==> config.mk <==
export PLATFORM = sky130hd
export DESIGN_NAME = gate_op_arbiter
export DESIGN_NICKNAME = d
export VERILOG_FILES = /design/src/rtl/gate_op_arbiter.sv
export SDC_FILE = /design/constraint.sdc
export NUM_CORES = 1
export LEC_CHECK = 0
export CORE_ASPECT_RATIO = 0.75
export CORE_MARGIN = 4
export CORE_UTILIZATION = 42
export DETAILED_ROUTE_END_ITERATION = 12
export PLACE_DENSITY = 0.94
export SYNTH_ARGS = -nofsm -noshare
export SYNTH_HDL_FRONTEND = slang
export SYNTH_SLANG_ARGS = --single-unit
==> constraint.sdc <==
create_clock -name clk -period 4.3 [get_ports clk]
set_clock_uncertainty 0.15 [all_clocks]
set_input_delay 0.645 -clock clk [delete_from_list [all_inputs] [get_ports clk]]
set_output_delay 0.645 -clock clk [all_outputs]
set_load 0.01 [all_outputs]
==> src/rtl/gate_op_arbiter.sv <==
// Round-robin arbiter sharing one registered bitwise gate unit (AND/OR/XOR/NAND) among N_REQ requesters.
// Latency: request accepted at edge t, result visible right after edge t (1 register stage).
// Backpressure: while the result register is full and rsp_ready is low, all req_ready are held low.
//
// Ports:
//   clk, rst              clock, asynchronous active-high reset
//   req_valid/req_ready   per-requester handshake; req_ready is one-hot or zero
//   req_a, req_b, req_op  per-requester operands (W bits each) and opcode (2 bits each), packed by index
//   rsp_valid/rsp_ready   result handshake; rsp_data is the gate result, rsp_id the requester index
//   grant_cnt             (only with GATE_ARB_STATS_EN) 16-bit saturating accept counter per requester
//
// Optional macro: GATE_ARB_STATS_EN adds the grant_cnt port and its counters.

module gate_op_arbiter #(
    parameter int N_REQ = 4,
    parameter int W     = 8
) (
    input  logic                       clk,
    input  logic                       rst,
    input  logic [N_REQ-1:0]           req_valid,
    input  logic [N_REQ*W-1:0]         req_a,
    input  logic [N_REQ*W-1:0]         req_b,
    input  logic [N_REQ*2-1:0]         req_op,
    output logic [N_REQ-1:0]           req_ready,
    output logic                       rsp_valid,
    output logic [W-1:0]               rsp_data,
    output logic [$clog2(N_REQ)-1:0]   rsp_id,
    input  logic                       rsp_ready
`ifdef GATE_ARB_STATS_EN
    ,
    output logic [N_REQ*16-1:0]        grant_cnt
`endif
);

    localparam int IDW = $clog2(N_REQ);

    typedef enum logic {
        EMPTY = 1'b0,
        FULL  = 1'b1
    } state_t;

    state_t         state;
    state_t         state_nxt;
    logic [IDW-1:0] ptr;
    logic [IDW-1:0] gnt_idx;
    logic [IDW-1:0] ptr_nxt;
    logic [N_REQ-1:0] grant;
    logic           found;
    logic           can_accept;
    logic           accept;
    logic [IDW:0]   cand;
    logic [W-1:0]   sel_a;
    logic [W-1:0]   sel_b;
    logic [1:0]     sel_op;
    logic [W-1:0]   result;

    // Scan ptr, ptr+1, ... (mod N_REQ) and take the first valid requester.
    // cand is one bit wider so ptr+k cannot overflow before the wrap.
    always_comb begin
        grant   = '0;
        gnt_idx = '0;
        found   = 1'b0;
        cand    = '0;
        for (int k = 0; k < N_REQ; k++) begin
            cand = {1'b0, ptr} + (IDW+1)'(k);
            if (cand >= (IDW+1)'(N_REQ)) begin
                cand = cand - (IDW+1)'(N_REQ);
            end
            if (!found && req_valid[cand[IDW-1:0]]) begin
                found   = 1'b1;
                gnt_idx = cand[IDW-1:0];
            end
        end
        grant[gnt_idx] = found;
    end

    // Operand mux for the granted requester.
    always_comb begin
        sel_a  = '0;
        sel_b  = '0;
        sel_op = '0;
        for (int k = 0; k < N_REQ; k++) begin
            if (gnt_idx == IDW'(k)) begin
                sel_a  = req_a[k*W +: W];
                sel_b  = req_b[k*W +: W];
                sel_op = req_op[k*2 +: 2];
            end
        end
    end

    always_comb begin
        case (sel_op)
            2'b00:   result = sel_a & sel_b;
            2'b01:   result = sel_a | sel_b;
            2'b10:   result = sel_a ^ sel_b;
            default: result = ~(sel_a & sel_b);
        endcase
    end

    // A full register can take a new result in the same edge it is drained.
    assign can_accept = (state == EMPTY) || rsp_ready;
    assign accept     = found && can_accept;
    // can_accept is true while held in reset (state is EMPTY), so gate ready explicitly.
    assign req_ready  = rst ? '0 : (grant & {N_REQ{can_accept}});
    assign rsp_valid  = (state == FULL);
    assign ptr_nxt    = (gnt_idx == IDW'(N_REQ - 1)) ? '0 : gnt_idx + IDW'(1);

    always_comb begin
        state_nxt = state;
        case (state)
            EMPTY:   if (accept) state_nxt = FULL;
            FULL:    if (rsp_ready && !accept) state_nxt = EMPTY;
            default: state_nxt = EMPTY;
        endcase
    end

    always_ff @(posedge clk or posedge rst) begin
        if (rst) begin
            state    <= EMPTY;
            rsp_data <= '0;
            rsp_id   <= '0;
            ptr      <= '0;
        end else begin
            state <= state_nxt;
            if (accept) begin
                rsp_data <= result;
                rsp_id   <= gnt_idx;
                ptr      <= ptr_nxt;
            end
        end
    end

`ifdef GATE_ARB_STATS_EN
    for (genvar i = 0; i < N_REQ; i++) begin : g_cnt
        logic [15:0] cnt;
        always_ff @(posedge clk or posedge rst) begin
            if (rst) begin
                cnt <= '0;
            end else if (accept && (gnt_idx == IDW'(i)) && (cnt != 16'hFFFF)) begin
                cnt <= cnt + 16'd1;
            end
        end
        assign grant_cnt[i*16 +: 16] = cnt;
    end
`endif

endmodule

Word-level counts from Yosys, hierarchy flattened
Index checks and enable logic that the tools add are counted.
{ "totals": {"register_bits": 13, "latchBits": 0, "ram_bits": 0, "romBits": 0, "in_bits": 79, "out_inout_bits": 15, "wordCells": 87, "memories": 0} }
{ "op_classes": {"addsub": 8, "mul": 0, "div_mod_pow": 0, "n_lt_le_gt_ge": 10, "n_eq_ne": 5, "shifts": 0, "n_mux": 40, "bitwise": 7, "reduce_logical": 13} }
{ "op_table": {"columns": ["operator", "n"], "rows": [
  ["$mux 8", 8],
  ["$mux 2", 13],
  ["$pmux 8 s3", 1],
  ["$lt 2x3->1 const B", 5],
  ["$mux 1", 11],
  ["$ge 3x3->1 const B", 3],
  ["$and 4x4->4", 2],
  ["$and 8x8->8", 1],
  ["$bmux 1 s2", 4],
  ["$not 8->8", 1],
  ["$or 8x8->8", 1],
  ["$sub 2x1->2 const B", 4],
  ["$xor 8x8->8", 1],
  ["$add 2x2->3 const B", 2],
  ["$eq 2x2->1 const B", 3],
  ["$logic_and 1x1->1", 6],
  ["$eq 2x1->1 const B", 2],
  ["$logic_not 1->1", 4],
  ["$logic_not 2->1", 2],
  ["$mux 4", 1],
  ["$add 2x1->3 const B", 1],
  ["$ge 2x3->1 const B", 1],
  ["$add 2x1->2 const B", 1],
  ["$demux 1 s2", 1],
  ["other kinds (4)", 4]
]} }

Logic depth before layout (Yosys ltp)
Gate-level depths: netlist (run 1).
{ "depth": {"ltp_word": 22, "depth_mapped": 16, "mapped_depth_nobuf": 14} }

Worst setup path after synthesis (run 1)
Ideal clock, no wire load.
{ "synth_timing": {"path_type": "input -> register", "startpoint": "in req_valid[2]", "endpoint": "reg rsp_data[3]", "setup_ps": 121, "arrival_time_ps": 3215, "required_time_ps": 4029, "setup_slack_ps": 814, "cell_stages": 15, "n_path_buf": 2, "cell_sequence": "nand2b_1 a21oi_1 a211oi_1 inv_1 ha_1 buf_2 nor2b_1 clkbuf_1 a221oi_1 nor3_1 a21o_1 ha_1 nor2_1 a221oi_2 a32o_2"} }
{ "synth_between": {"elab_chain_len": 20, "word_cells_on_any_way": 47, "cone_classes": "eq/ne: 5; mux: 29; bitwise: 4; reduce/logical: 9"} }
{ "synth_rtl": {"columns": ["element", "line", "source"], "rows": [
  ["from (decl)", "20", "input logic [N_REQ-1:0] req_valid,"],
  ["$bmux 1 s2", "69", "if (!found && req_valid[cand[IDW-1:0]]) begin"],
  ["$mux 1 (not written as such)", "69", null],
  ["$mux 1", "69", null],
  ["$logic_not 1->1", "69", null],
  ["$logic_and 1x1->1", "69", null],
  ["$mux 1", "69", null],
  ["$logic_not 1->1", "69", null],
  ["$logic_and 1x1->1", "69", null],
  ["(+2 left out)", null, null],
  ["$logic_and 1x1->1", "69", null],
  ["$mux 2 *", "69", null],
  ["net gnt_idx[0]", "45", "logic [IDW-1:0] gnt_idx;"],
  ["$logic_not 2->1", "83", "if (gnt_idx == IDW'(k)) begin"],
  ["$mux 8 (4 in series)", "83", null],
  ["$and 8x8->8", "93, 96", null],
  ["$not 8->8", "96", "default: result = ~(sel_a & sel_b);"],
  ["$pmux 8 s3 *", "92", "case (sel_op)"],
  ["to (signal assigned)", "126", "rsp_data <= result;"],
  ["to (decl)", "26", "output logic [W-1:0] rsp_data,"]
]} }
Mark *: on every way through the listed nets, which the timed path passes. The rest lies on a longest branch. The select of a mux whose other input is x is not followed.
A chain may end at the register's enable or synchronous reset.

Worst setup path after layout (run 1)
{ "layout_timing": {"startpoint": "in req_valid[3]", "endpoint": "reg rsp_data[0]"} }
Same word-level chain as after synthesis.

==> results of run 1 <==
[cell type report]
cell class	instances	area (µm²)
well taps	57	71.3
repair buffers	102	998
flip-flops and latches	13	325
fillers	392	1520
inverters	10	37.5
clock buffers	4	45.0
multi-input cells	194	1470
[state kept, by name, indices dropped and copies added, names as in the netlist]
register	count
rsp_valid	1
ptr	2
rsp_id	2
rsp_data	8
[layer usage]
layer / wire length (µm) / GRT usage / vias up / part of all wire
li1: - / - / 1084 / -
met1: 2780 / 0.301 / 1048 / 0.42
met2: 3210 / 0.384 / 95 / 0.49
met3: 501 / 0.0408 / 10 / 0.076
met4: 79 / 0.0564 / 0 / 0.012
met5: 0 / 0 / - / 0
[path summary, 6_finish.rpt]
path / from / to
setup / recovery: req_valid[3] / rsp_data[0]
max in group asynchronous: rst / rsp_data[6]
setup reg to reg: ptr[0] / rsp_data[0]
hold reg to reg: rsp_data[5] / rsp_data[5]
min in group asynchronous: rst / ptr[1]
hold / removal: rsp_data[5] / rsp_data[5]
[metrics by stage]
stage | utilization | worst slack, ps | cells
after floorplan | - | 814 | 236
after global placement | 0.650 | 258 | 376
after detailed placement | 0.650 | 124 | 376
after CTS | 0.661 | 363 | 380
after global routing | 0.661 | 62.0 | 380
final | 0.661 | 309 | 380
[cells in the final DEF, fill, tap and decap left out, drive strengths merged, types with 4 or more instances in the layout]
cell,instances
clkdlybuf4s50,93
nor2b,23
a221oi,22
ha,20
a21oi,17
nor2,16
nor3,16
a21o,16
o211ai,14
dfrtp,13
inv,10
buf,9
nand2,8
a32o,6
and3,5
nand2b,4
a211oi,4
clkbuf,4
[tightest hold or removal path, cell delays in order (launching register included)]
cell and delay, ps:
dfrtp_1 340, nand2_1 50, o31ai_1 50
[kinds of logic after synthesis]
group           share of synthesized area
buf+inv                            0.0766
simple gates                        0.221
flops                               0.167
compound gates                      0.390
mux                                0.0161
fa+ha+maj                           0.129
[power groups by stage]
stage	clock [mW]	combinational (mW)	sequential, mW
floorplan	0	0.889	0.226
global placement	0	1.19	0.212
detailed placement	0	1.26	0.212
CTS	0.114	1.27	0.211
global route	0.120	1.41	0.219
finish	0.113	1.27	0.211
==> impl_metrics.yaml, run 1 <==
routing:
  vias: 2237
  final_antenna_net_count: 0
  drt_iter0_drc: 125
  drc: 0
  wl_per_cell_um: 17.3
  viasPerCell: 5.89
  wirelength_um: 6570
  dr.pass1.iters: 4
logic_synthesis:
  synth_seq_cells: 13
  synthTopCellsByCount: "nor2b_1, a221oi_1, ha_1"
  synth_seq_area_share: 0.167
  synth_cells: 236
  synth_area_leaders: "dfrtp_1, ha_1, a221oi_1"
  synthDistinctLibCells: 40
  async_flop_share: 1.00
  synth_edf_count: 0
  ys_warn_count: 0
  syn_area_mm2: 0.00194
  yosysMostFrequentCell: "nor2b_1"
  synth_flop_cell: "dfrtp_1"
  yosysTopAreaCellShare: 0.167
  synth.largest_area_cell: "dfrtp_1"
  synth_fp_nets: 335
  avgSynthCellArea_um2: 8.24
worst_setup_path:
  ff2ff_setup_slack_ps: 850
  critical_path.max_fanout: 10
  worstPathCellList: "clkdlybuf4s50_1 -> nand2b_1 -> a211oi_1 -> nor2_1 -> inv_1 -> ha_1 -> nor2b_1 -> a221oi_1 -> nor3_1 -> a21o_1 -> ha_1 -> nor2_1 -> a221oi_1 -> a32o_1"
  arrival_ps: 3970
  critPathCaptureType: "flop"
  path_depth: 14
  rr_worst_depth: 13
  start_kind: "input pin"
  required_ps: 4280
  slowest_stage: "nor2b_1"
  path_delay_family: "simple AND/OR/NAND/NOR gates"
  crit_type: "in2reg"
  cp.buffers_inverters: 2
  max_stage_delay_ps: 670
floorplan:
  fp.dieH_um: 66.9
  die_w_um: 86.6
  io_pins: 94
  start_util: 0.435
  core.rowCount: 21
  die_area_mm2: 0.00579
  core_area_mm2: 0.00447
clocking:
  path_clk_slew_ps: 60
  cts_max_level: 1
  cts_hold_buf: 0
  clock_latency_ps: 250
  clk_path_buf_depth: 2
  clock_sinks: 13
  cts_tree: "yes"
  clock-root-buffer: "clkbuf_8"
  cts_inserted_buffers: 3
  cts_resized: 0
  cts_setup_buffers: 0
power:
  p_sw_mw: 0.758
  p_clk_frac: 0.071
  combPwrFrac: 0.797
  leakagePower_nw: 1.26
  power_frac_seq: 0.132
  p_int_mw: 0.840
  peakVddDrop_mv: 0.253
  swShare: 0.474
  p_total_mw: 1.60
  power_density_mw_per_mm2: 542
timing:
  rsz0062_at_grt: "false"
  fin_crit_ps: 3990
  timing.fmax_mhz: 251
  hold_viol: 0
  relSlewSlack: 0.448
  hold_ws_ps: 332
  drv_slew: 0
  worstMarginPinSlew_ps: 826
  fin_tns_setup_ps: 0
  setup_violations: 0
  period_share: 0.928
job:
  cap_violations: 0
finish:
  design_area_mm2: 0.00295
  antennaDiodeCount: 0
  syn_to_final_growth_pct: 51.7
  drive_gt1_frac: 0.0712
  nets: 423
global_routing:
  antenna_found_initial: 0
  grt_usage: 0.228
  grt_pass1_wl_um: 10400
  grt_max_degree: 38
  gr-total-overflow: 0
  grt_pass1_vias: 2183
min_path:
  hp-class: "reg2reg"
  holdPathStages: 2
placement:
  hpwlAfterDp_um: 5200
  place_area_mm2: 0.00291
  io_buffers: 93
  place.gp.congestion: 0.926
status:
  status: "finished clean"
No activity file was read; power rests on OpenSTA's default activity.
==> run 2: changes to the inputs <==
--- a/config.mk
+++ b/config.mk
@@ -9,7 +9,9 @@
 export CORE_MARGIN = 4
 export CORE_UTILIZATION = 42
 export DETAILED_ROUTE_END_ITERATION = 12
+export GPL_TIMING_DRIVEN = 0
 export PLACE_DENSITY = 0.94
+export RECOVER_POWER = 50
 export SYNTH_ARGS = -nofsm -noshare
 export SYNTH_HDL_FRONTEND = slang
 export SYNTH_SLANG_ARGS = --single-unit
==> run 2 against run 1 <==
Wire length grew 8.2%. Sequential share of layout area shrank 0.28 points. Critical path depth shrank 3. Clock power is essentially flat. Non-clock buffer count grew 11. Sequential cell count is the same. Power grew 6.2%. Critical path type is now in2out. Critical endpoint is now req_ready[1].
==> impl_metrics.yaml, run 2 (synthesis results as in run 1) <==
placement:
  place_area_mm2: 0.00295
  place.gp.congestion: 0.857
  hpwlAfterDp_um: 5680
  place_ws_ps: -517
  io_buffers: 93
floorplan:
  io_pins: 94
  start_util: 0.435
  fp.dieH_um: 66.9
  die_w_um: 86.6
  core.rowCount: 21
  core_area_mm2: 0.00447
  die_area_mm2: 0.00579
timing:
  drv_slew: 0
  relSlewSlack: 0.496
  worst_slack_ps: 182
  fin_crit_ps: 4120
  hold_viol: 0
  timing.fmax_mhz: 243
  rsz0062_at_grt: "false"
  setup_violations: 0
  period_share: 0.958
  worstMarginPinSlew_ps: 754
global_routing:
  gr-total-overflow: 0
  grt_usage: 0.239
  grt_max_degree: 18
  grt_pass1_wl_um: 10900
  grt_pass1_vias: 2329
  antenna_found_initial: 0
min_path:
  hp-class: "reg2reg"
  min_to: "rsp_data[7]"
  hp-start: "rsp_data[7]"
  holdPathStages: 1
routing:
  drc: 0
  wirelength_um: 7110
  vias: 2397
  dr.pass1.iters: 5
  viasPerCell: 6.13
  drt_iter0_drc: 180
  wl_per_cell_um: 18.2
  final_antenna_net_count: 0
power:
  leakagePower_nw: 1.30
  peakVddDrop_mv: 0.241
  power_density_mw_per_mm2: 561
worst_setup_path:
  worstReg2RegStart: "ptr[1]"
  ff2ff_setup_slack_ps: 710
  start_kind: "input pin"
  required_ps: 3500
  cp.buffers_inverters: 6
  worstPathCellList: "clkdlybuf4s50_1 -> nand2b_1 -> a211oi_1 -> nor2_2 -> inv_1 -> ha_1 -> buf_2 -> buf_4 -> clkbuf_4 -> and3_1 -> clkdlybuf4s50_1"
  slowest_stage: "clkdlybuf4s50_1"
  path_delay_family: "buffers and inverters"
  timing.rr.end: "rsp_data[0]"
  rr_worst_depth: 16
  arrival_ps: 3320
  critPathCaptureType: "output pin"
  max_stage_delay_ps: 550
  crit_path_frequent_cell: "clkdlybuf4s50_1"
  crit_type: "in2out"
  critical_path.max_fanout: 10
clocking:
  clock_latency_ps: 250
  cts_inserted_buffers: 3
  path_clk_slew_ps: 60
  clock_sinks: 13
  cts_tree: "yes"
  cts_hold_buf: 0
  cts_max_level: 1
  clock-root-buffer: "clkbuf_8"
  clk_path_buf_depth: 2
finish:
  mostFrequentLayoutCells: "clkdlybuf4s50_1, nor2b_1, a221oi_1, ha_1, a21oi_1"
  reg_top3: "rsp_data: 8 flops, ptr: 2 flops, rsp_id: 2 flops"
  final_common_cell: "clkdlybuf4s50_1"
  design_area_mm2: 0.00303
  drive_gt1_frac: 0.0868
  nFillCells: 374
  multi_input_area_mm2: 0.00149
  nets: 434
  antennaDiodeCount: 0
  largest_register_ffs: 8
  regMostFlops: "rsp_data"
  syn_to_final_growth_pct: 55.7
  seq_area_um2: 325
job:
  cap_violations: 0
status:
  status: "finished clean"
run 2: layer usage:
| layer | share of wire | wire length, µm | up-vias | GRT usage |
|---|---|---|---|---|
| li1 | - | - | 1105 | - |
| met1 | 0.41 | 2920 | 1118 | 0.308 |
| met2 | 0.47 | 3330 | 157 | 0.406 |
| met4 | 0.016 | 114 | 0 | 0.0817 |
| met5 | 0 | 0 | - | 0 |
| met3 | 0.11 | 748 | 17 | 0.0371 |
run 2: per-stage QoR:
| stage | util | total power [mW] | TNS [ps] | hold WS (ps) | instances |
|---|---|---|---|---|---|
| 5_1_grt | 0.678 | 1.83 | 0 | 370 | 391 |
| 2_1_floorplan | - | 1.12 | 0 | 367 | 236 |
| 3_3_place_gp | 0.660 | 1.46 | -2100 | 317 | 386 |
| 6_report | 0.678 | 1.70 | 0 | 341 | 391 |
| 4_1_cts | 0.671 | 1.66 | 0 | 354 | 390 |
| 3_5_place_dp | 0.660 | 1.54 | -3430 | 340 | 386 |
run 2: area by class of cell:
cell class,instances,area share
Buffer,19,0.0393
Sequential cell,13,0.107
Multi-Input combinational cell,194,0.492
Clock buffer,4,0.0149
Timing Repair Buffer,94,0.310
Inverter,10,0.0124
Tap cell,57,0.0236
run 2: worst max path at each step:
| stage | start | to | slack, ps | cells after the start |
|---|---|---|---|---|
| after floorplan | req_valid[2] | rsp_data[3] | 810 | 15 |
| after global placement | req_valid[3] | rsp_data[7] | -360 | 14 |
| after detailed placement | req_valid[3] | rsp_data[7] | -520 | 14 |
| after CTS | req_valid[3] | req_ready[1] | 20 | 9 |
| after global routing | req_valid[3] | req_ready[1] | 4 | 11 |
| final | req_valid[3] | req_ready[1] | 180 | 11 |
run 2: repair_timing:
item / in CTS / in global routing
resized for setup: 2 / 9
buffers inserted: 0 / 1
endpoints found under the setup margin: 10 / 9
cloned: 0 / 0
pin swaps: 0 / 1
run 2: power by group:
part	internal, mW	leakage (nW)	switching [mW]	total (mW)
logic	0.638	1.12	0.735	1.37
registers	0.174	0.155	0.0355	0.210
clock network	0.0657	0.0228	0.0492	0.115
